**config.mk**
```make
export PLATFORM = sky130hd
export DESIGN_NAME = led_pwm_bank
export DESIGN_NICKNAME = d
export VERILOG_FILES = /design/src/rtl/led_pkg.sv /design/src/rtl/led_prescaler.sv /design/src/rtl/led_pwm_bank.sv
export SDC_FILE = /design/constraint.sdc
export NUM_CORES = 1
export LEC_CHECK = 0
export ABC_AREA = 1
export CAP_MARGIN = 25
export CORE_MARGIN = 3
export CORE_UTILIZATION = 40
export CTS_BUF_LIST = sky130_fd_sc_hd__clkbuf_4 sky130_fd_sc_hd__clkbuf_8 sky130_fd_sc_hd__clkbuf_16
export DETAILED_ROUTE_END_ITERATION = 12
export REMOVE_ABC_BUFFERS = 1
export SLEW_MARGIN = 10
export SYNTH_ARGS = -nofsm -noshare
export SYNTH_HDL_FRONTEND = slang
export SYNTH_SLANG_ARGS = --single-unit
```
**constraint.sdc**
```tcl
create_clock -name clk -period 1.5 [get_ports clk]
set_clock_uncertainty 0.1 [all_clocks]
set_input_delay 0.15 -clock clk [delete_from_list [all_inputs] [get_ports clk]]
set_output_delay 0.15 -clock clk [all_outputs]
set_load 0.005 [all_outputs]
```
**src/rtl/led_pkg.sv**
```systemverilog
// Shared types for the LED PWM bank.
// led_mode_t encodes the per-channel drive mode written through the config port.
package led_pkg;

   typedef enum logic [1:0] {
      MODE_OFF   = 2'b00,
      MODE_ON    = 2'b01,
      MODE_BLINK = 2'b10,
      MODE_PWM   = 2'b11
   } led_mode_t;

endpackage

```
**src/rtl/led_prescaler.sv**
```systemverilog
// Blink prescaler: counts 0..CLK_DIV-1 and wraps.
// Ports:
//   clk   - clock, rising edge
//   reset - synchronous active-high reset
//   tick  - registered one-cycle pulse in the cycle after the count reaches CLK_DIV-1
module led_prescaler #(
   parameter int unsigned CLK_DIV = 10_000_000
) (
   input  logic clk,
   input  logic reset,
   output logic tick
);

   localparam int unsigned CntW = (CLK_DIV > 1) ? $clog2(CLK_DIV) : 1;

   logic [CntW-1:0] cnt_q, cnt_d;
   logic            tick_q, tick_d;
   logic            wrap;

   always_comb begin
      wrap   = (cnt_q == CntW'(CLK_DIV - 1));
      cnt_d  = wrap ? '0 : cnt_q + CntW'(1);
      tick_d = wrap;
   end

   always_ff @(posedge clk) begin
      if (reset) begin
         cnt_q  <= '0;
         tick_q <= 1'b0;
      end else begin
         cnt_q  <= cnt_d;
         tick_q <= tick_d;
      end
   end

   assign tick = tick_q;

endmodule

```
**src/rtl/led_pwm_bank.sv**
```systemverilog
// Bank of N_CH LED channels, each OFF, ON, BLINK (shared phase) or PWM (per-channel duty).
// Ports:
//   clk, reset - clock and synchronous active-high reset
//   cfg_we     - one-cycle write strobe for channel cfg_ch
//   cfg_ch     - target channel; values >= N_CH are rejected with a cfg_err pulse
//   cfg_mode   - led_mode_t encoding of the new mode
//   cfg_duty   - PWM duty; led high while pwm_cnt < duty
//   led        - registered LED drive, one bit per channel
//   tick       - one-cycle pulse marking each blink phase toggle
//   cfg_err    - one-cycle pulse after a write to an invalid channel
module led_pwm_bank
   import led_pkg::*;
#(
   parameter int unsigned N_CH    = 3,
   parameter int unsigned CLK_DIV = 10_000_000,
   parameter int unsigned PWM_W   = 4
) (
   input  logic             clk,
   input  logic             reset,
   input  logic             cfg_we,
   input  logic [3:0]       cfg_ch,
   input  logic [1:0]       cfg_mode,
   input  logic [PWM_W-1:0] cfg_duty,
   output logic [N_CH-1:0]  led,
   output logic             tick,
   output logic             cfg_err
);

   led_mode_t        mode_q [N_CH];
   led_mode_t        mode_d [N_CH];
   logic [PWM_W-1:0] duty_q [N_CH];
   logic [PWM_W-1:0] duty_d [N_CH];
   logic [PWM_W-1:0] pwm_cnt_q, pwm_cnt_d;
   logic             blink_phase_q, blink_phase_d;
   logic [N_CH-1:0]  led_q, led_d;
   logic             err_q, err_d;
   logic             ch_valid;
   logic             tick_w;

   led_prescaler #(
      .CLK_DIV (CLK_DIV)
   ) u_prescaler (
      .clk   (clk),
      .reset (reset),
      .tick  (tick_w)
   );

   always_comb begin
      ch_valid      = (32'(cfg_ch) < N_CH);
      pwm_cnt_d     = pwm_cnt_q + PWM_W'(1);
      // Phase flips once per prescaler period, in the cycle marked by tick.
      blink_phase_d = blink_phase_q ^ tick_w;
      err_d         = cfg_we && !ch_valid;
      mode_d        = mode_q;
      duty_d        = duty_q;
      for (int i = 0; i < N_CH; i++) begin
         if (cfg_we && ch_valid && (cfg_ch == 4'(i))) begin
            mode_d[i] = led_mode_t'(cfg_mode);
            duty_d[i] = cfg_duty;
         end
      end
   end

   // LED drive uses the stored config, so a write shows up one edge later.
   always_comb begin
      led_d = '0;
      for (int i = 0; i < N_CH; i++) begin
         unique case (mode_q[i])
            MODE_OFF:   led_d[i] = 1'b0;
            MODE_ON:    led_d[i] = 1'b1;
            MODE_BLINK: led_d[i] = blink_phase_q;
            MODE_PWM:   led_d[i] = (pwm_cnt_q < duty_q[i]);
         endcase
      end
   end

   always_ff @(posedge clk) begin
      if (reset) begin
         for (int i = 0; i < N_CH; i++) begin
            mode_q[i] <= MODE_OFF;
            duty_q[i] <= '0;
         end
         pwm_cnt_q     <= '0;
         blink_phase_q <= 1'b0;
         led_q         <= '0;
         err_q         <= 1'b0;
      end else begin
         mode_q        <= mode_d;
         duty_q        <= duty_d;
         pwm_cnt_q     <= pwm_cnt_d;
         blink_phase_q <= blink_phase_d;
         led_q         <= led_d;
         err_q         <= err_d;
      end
   end

   assign led     = led_q;
   assign tick    = tick_w;
   assign cfg_err = err_q;

endmodule

```
==> results.py, run 1 <==
metrics = {
    "worst_setup_path": {
        "crit_path_end_kind": "register",
        "worstPathCellList": "ha_4 > nand2_4 > inv_1 > nand3_2 > nor2_2 > nand2_4 > nand2_2 > nor3_1",
        "crit_type": "reg2reg",
        "crit_top_cell": "nand2_4",
        "cp.required_ps": 1610,
        "cp_max_fo": 6,
        "critPathSlowestCell": "dfxtp_2",
        "path_depth": 8,
        "crit_arrival_ps": 1560,
        "cp-start-kind": "register",
        "critical_path_buf_inv_count": 1,
        "reg2reg_depth": 8,
        "slowest_delay_ps": 360,
        "crit_family": "simple AND/OR/NAND/NOR gates",
    },
    "floorplan": {
        "core_um2": 6060,
        "die_w_um": 86.2,
        "ios": 18,
        "die_area_um2": 7440,
        "rows": 28,
        "die_h_um": 86.2,
        "start_util_pct": 42.5,
    },
    "cells_and_area": {
        "synthToLayoutAreaGrowth_pct": 24.1,
        "regArea_um2": 1050,
        "final_nets": 437,
        "multi_input_area_um2": 1420,
        "n_antenna_cell": 0,
        "drive_above_1_share_pct": 16.4,
        "fillers": 577,
    },
    "detailed_routing": {
        "drt_iter0_markers": 197,
        "wl_met3_um": 391,
        "met1_length_um": 3060,
        "avgRoutedWirePerCell_um": 12.6,
        "vias": 2392,
        "wl_um": 6160,
        "wl_met2_um": 2640,
        "dr.max_layer_used": "met4",
        "antenna_left": 0,
        "dr.pass1.iters": 4,
        "drcViolationCount": 0,
        "viasPerCell": 4.89,
    },
    "sta": {
        "fin_crit_sh_pct": 96.4,
        "rsz0062_at_grt": "yes",
        "final_hold_viol_count": 0,
        "drv_slew": 0,
        "fin_ws_ps": 53.9,
        "setup_violations": 0,
        "fmax_mhz": 692,
        "slew_headroom_pct": 64.6,
        "min_period_ps": 1450,
        "worst_pin_slew_ps": 530,
    },
    "clocking": {
        "cts_root_buffer": "clkbuf_8",
        "cts.sinks": 52,
        "cts.clk_slew.worst_paths_ps": 100,
        "clock_path_buffers": 2,
        "cts_tree": "yes",
        "cts_hold_buf": 0,
        "clkLatencyLatePin_ps": 310,
        "numCtsBuffers": 5,
        "htreeDepth": 2,
    },
    "min_path": {
        "hold_path.class": "in2reg",
        "hold_depth": 3,
    },
    "placement": {
        "numPortBuffers": 17,
        "post-dp-hpwl_um": 4490,
        "dp_slack_ps": -154,
        "gp_congestion": 0.902,
    },
    "grt": {
        "grt_max_degree": 25,
        "grt_pass1_vias": 2139,
        "grt-ovfl-total": 0,
        "antenna_found_initial": 0,
        "grt_pass1_wl_um": 10100,
        "grt_use_total_pct": 17.2,
    },
    "synthesis": {
        "synth-warning-count": 0,
        "synth_area_leaders": "dfxtp_1 (40%), nand2_1 (13%), nor2_1 (9.0%), a21oi_1 (7.2%), inv_1 (6.9%)",
        "ys_ff_latch": 52,
        "yosysSeqAreaShare_pct": 40.4,
        "synth_top_area_share_pct": 40.4,
        "synthArstFlopShare_pct": 0,
        "synth_common_cells": "nand2_1 (88), nor2_1 (62), dfxtp_1 (52), inv_1 (47), a21oi_1 (37)",
        "synth_top_area_cell": "dfxtp_1",
        "post_synth.cell_area_avg_um2": 6.96,
        "synth.most_common_cell": "nand2_1",
        "syn_inst": 370,
        "synth_top_flop_cell": "dfxtp_1",
        "synth_edf_count": 0,
        "syn_area_um2": 2570,
        "ys_types": 25,
    },
    "run": {
        "drv_cap": 0,
    },
    "power": {
        "peakVddDrop_mv": 0.633,
        "total_power_uw": 2610,
        "power_density_nw_per_um2": 818,
        "power_leakage_uw": 0.00117,
    },
    "status": {
        "outcome": "complete, no violations",
    },
}
==> where the power goes <==
group          internal [uW]  switching (uW)  total [uW]
registers               1400            22.5        1430
logic                   93.3             104         197
clock network            503             488         991
==> worst min-delay path: stages <==
cell and delay (ps):
clkdlybuf4s50_1 420, nand2_1 70, nor2_1 30
==> registers in the layout, summed over array words and instances (netlist names) <==
| register | count |
|---|---|
| u_prescaler.cnt_q | 24 |
| pwm_cnt_q | 4 |
| blink_phase_q | 1 |
| duty_q | 12 |
| mode_q | 6 |
| u_prescaler.tick | 1 |
| cfg_err | 1 |
| led | 3 |
==> path summary, 6_finish.rpt <==
kind / slack, ps / from / endpoint
max: 50 / u_prescaler.cnt_q[1] / u_prescaler.cnt_q[2]
min: 300 / cfg_we / cfg_err
max reg2reg: 50 / u_prescaler.cnt_q[1] / u_prescaler.cnt_q[2]
min reg2reg: 360 / duty_q[4] / duty_q[4]
==> cell usage in the layout, fill, tap and decap left out, types with 5 or more instances in the layout <==
master           Yosys  routed
nor2_1              62      55
nand3_1             21      19
inv_1               47      46
clkdlybuf4s50_1      0      17
clkbuf_8             0       5
nand2_1             88      85
dfxtp_1             52      46
a21oi_1             37      37
buf_4                0      20
o21ai_0             11      11
ha_1                11      10
xor2_1               7       7
dfxtp_2              0       6
nor2_2               5      11
==> layout make-up <==
class / instances / area share [%]
multi-input cells: 267 / 44.5
flip-flops and latches: 52 / 32.8
repair buffers: 38 / 10.4
inverters: 49 / 5.75
well taps: 75 / 2.94
clock buffers: 5 / 2.15
clock inverters: 3 / 1.45
==> what timing repair did <==
action	4_1_cts	5_1_grt
setup buffers	0	1
pin swaps	0	11
endpoints found under the setup margin	11	25
resized for setup	2	26
cloned	0	3
==> stage by stage <==
step	setup TNS [ps]	hold slack [ps]	util (%)	instance area (um^2)	cells
2_1_floorplan	0	117	-	2530	365
3_3_place_gp	-1230	337	48.6	2950	477
3_5_place_dp	-1840	345	48.6	2950	477
4_1_cts	0	307	50.7	3070	485
5_1_grt	-179	323	52.7	3200	489
6_report	0	303	52.7	3200	489
==> cell families after synthesis <==
family	after synthesis	share of synthesized area [%]
buf+inv	54	8.80
simple gates	192	31.8
xor+xnor	11	3.74
flops	52	40.4
compound gates	50	9.91
fa+ha+maj	11	5.34
==> routing by layer <==
metal	global-route usage (%)	up-vias
li1	-	1251
met5	0	-
met2	25.2	70
met3	3.14	7
met4	4.67	0
met1	25.7	1064
(Power assumes the default switching activity.)
==> run 2, diff against run 1 <==
--- a/config.mk
+++ b/config.mk
@@ -12,6 +12,7 @@
 export CTS_BUF_LIST = sky130_fd_sc_hd__clkbuf_4 sky130_fd_sc_hd__clkbuf_8 sky130_fd_sc_hd__clkbuf_16
 export DETAILED_ROUTE_END_ITERATION = 12
 export REMOVE_ABC_BUFFERS = 1
+export SETUP_SLACK_MARGIN = 0.4
 export SLEW_MARGIN = 10
 export SYNTH_ARGS = -nofsm -noshare
 export SYNTH_HDL_FRONTEND = slang
==> run 2 against run 1 <==
- largest cell class unchanged
- die area unchanged
- via count up 2.8%
- hold slack worse by 200 ps
- design area up 9.3%
- critical endpoint is now u_prescaler.cnt_q[12]
- sequential power about the same
- power up 2.4%
- core utilization up 4.9 points
- clock power about the same
==> results.py, run 2 (synthesis gave the netlist of run 1 again) <==
metrics = {
    "cells_and_area": {
        "multi_input_area_um2": 1620,
        "final_nets": 446,
        "synthToLayoutAreaGrowth_pct": 35.7,
        "fillers": 552,
        "final_util_pct": 57.6,
        "final_common_cell": "nand2_1",
        "fin_cells": 498,
        "top_register": "u_prescaler.cnt_q",
        "largest_reg_flops": 24,
        "regArea_um2": 1070,
        "reg_top3": "u_prescaler.cnt_q x24, duty_q x12, mode_q x6",
        "mostFrequentLayoutCells": "nand2_1 (79), nor2_1 (50), inv_1 (42)",
        "n_antenna_cell": 0,
        "drive_above_1_share_pct": 31.7,
    },
    "clocking": {
        "cts_tree": "yes",
        "cts.clk_slew.worst_paths_ps": 110,
        "clkLatencyLatePin_ps": 320,
        "cts.sinks": 52,
        "clock_path_buffers": 2,
        "cts_root_buffer": "clkbuf_8",
        "numCtsBuffers": 5,
        "cts_hold_buf": 0,
        "htreeDepth": 2,
    },
    "detailed_routing": {
        "dr.pass1.iters": 4,
        "avgRoutedWirePerCell_um": 13.3,
        "antenna_left": 0,
        "viasPerCell": 4.94,
        "wl_um": 6600,
        "drcViolationCount": 0,
        "drt_iter0_markers": 201,
        "vias": 2460,
    },
    "floorplan": {
        "core_um2": 6060,
        "die_h_um": 86.2,
        "ios": 18,
        "die_w_um": 86.2,
        "die_area_um2": 7440,
        "rows": 28,
        "start_util_pct": 42.5,
    },
    "sta": {
        "fin_setup_tns_ps": 0,
        "worst_pin_slew_ps": 366,
        "setup_violations": 0,
        "drv_slew": 0,
        "final_hold_viol_count": 0,
        "min_period_ps": 1460,
        "fin_crit_sh_pct": 97.3,
        "fmax_mhz": 685,
        "fin_ws_ps": 40.7,
        "slew_headroom_pct": 75.4,
        "rsz0062_at_grt": "yes",
    },
    "placement": {
        "gp_congestion": 0.902,
        "dp_cells": 477,
        "dp_slack_ps": -154,
        "post-dp-hpwl_um": 4490,
        "numPortBuffers": 17,
    },
    "power": {
        "peakVddDrop_mv": 0.648,
        "power_density_nw_per_um2": 766,
        "power_leakage_uw": 0.00125,
        "total_power_uw": 2680,
    },
    "grt": {
        "grt-ovfl-total": 0,
        "grt_pass1_wl_um": 11000,
        "grt_max_degree": 18,
        "grt_pass1_vias": 2282,
        "use_met1_pct": 27.3,
        "met2_usage_pct": 28.8,
        "antenna_found_initial": 0,
        "grt_use_total_pct": 18.7,
        "grt_util_met3_pct": 3.14,
        "grt-busiest-layer": "met2",
    },
    "min_path": {
        "hold_path.class": "in2reg",
    },
    "worst_setup_path": {
        "crit_arrival_ps": 1570,
        "cp_max_fo": 6,
        "crit_path_end_kind": "register",
        "cp-start-kind": "register",
        "crit_type": "reg2reg",
        "cp.required_ps": 1610,
    },
    "run": {
        "drv_cap": 0,
    },
    "status": {
        "outcome": "complete, no violations",
    },
}
-- run 2: worst paths after layout --
kind                                           start                     to  slack, ps  cells past startpoint
worst max-delay path            u_prescaler.cnt_q[1]  u_prescaler.cnt_q[12]         40                      9
worst min-delay path                          cfg_we                cfg_err        110                      3
worst max register to register  u_prescaler.cnt_q[1]  u_prescaler.cnt_q[12]         40                      9
worst min register to register             duty_q[8]              duty_q[8]        370                      2
-- run 2: repair_timing --
action                                  in CTS  in global routing
pin swaps                                   19                 19
gates resized for setup                     64                 67
endpoints found under the setup margin      51                 47
buffers inserted                             3                  7
cloned                                       3                  0
-- run 2: cell type report --
type / instances / area share (%)
repair buffers: 47 / 11.3
clock inverters: 3 / 1.33
multi-input cells: 267 / 46.4
clock buffers: 5 / 1.97
inverters: 49 / 5.66
flip-flops and latches: 52 / 30.7
well taps: 75 / 2.69
-- run 2: metrics by stage --
| step | hold WS [ps] | cell area (um^2) |
|---|---|---|
| 6_report | 106 | 3490 |
| 3_3_place_gp | 337 | 2950 |
| 3_5_place_dp | 345 | 2950 |
| 4_1_cts | 115 | 3250 |
| 2_1_floorplan | 117 | 2530 |
| 5_1_grt | 125 | 3490 |
-- run 2: critical path, stage by stage (launching register included) --
cell and delay [ps]:
dfxtp_2 370, ha_4 150, nand2_4 50, buf_6 120
inv_4 60, nand3_4 70, nor2_4 140, nand2_8 120
nand2_8 130, nor2_1 40
-- run 2: power by group --
part	total (uW)	internal, uW	switching, uW
Sequential	1430	1400	24.7
Combinational	238	109	128
Clock	1010	503	507
Total	2680	2020	660
-- run 2: metal layers --
layer | wire [um] | vias to the layer above
met3 | 356 | 2
met4 | 37 | 0
met2 | 2950 | 58
met5 | 0 | -
met1 | 3260 | 1129
li1 | - | 1271
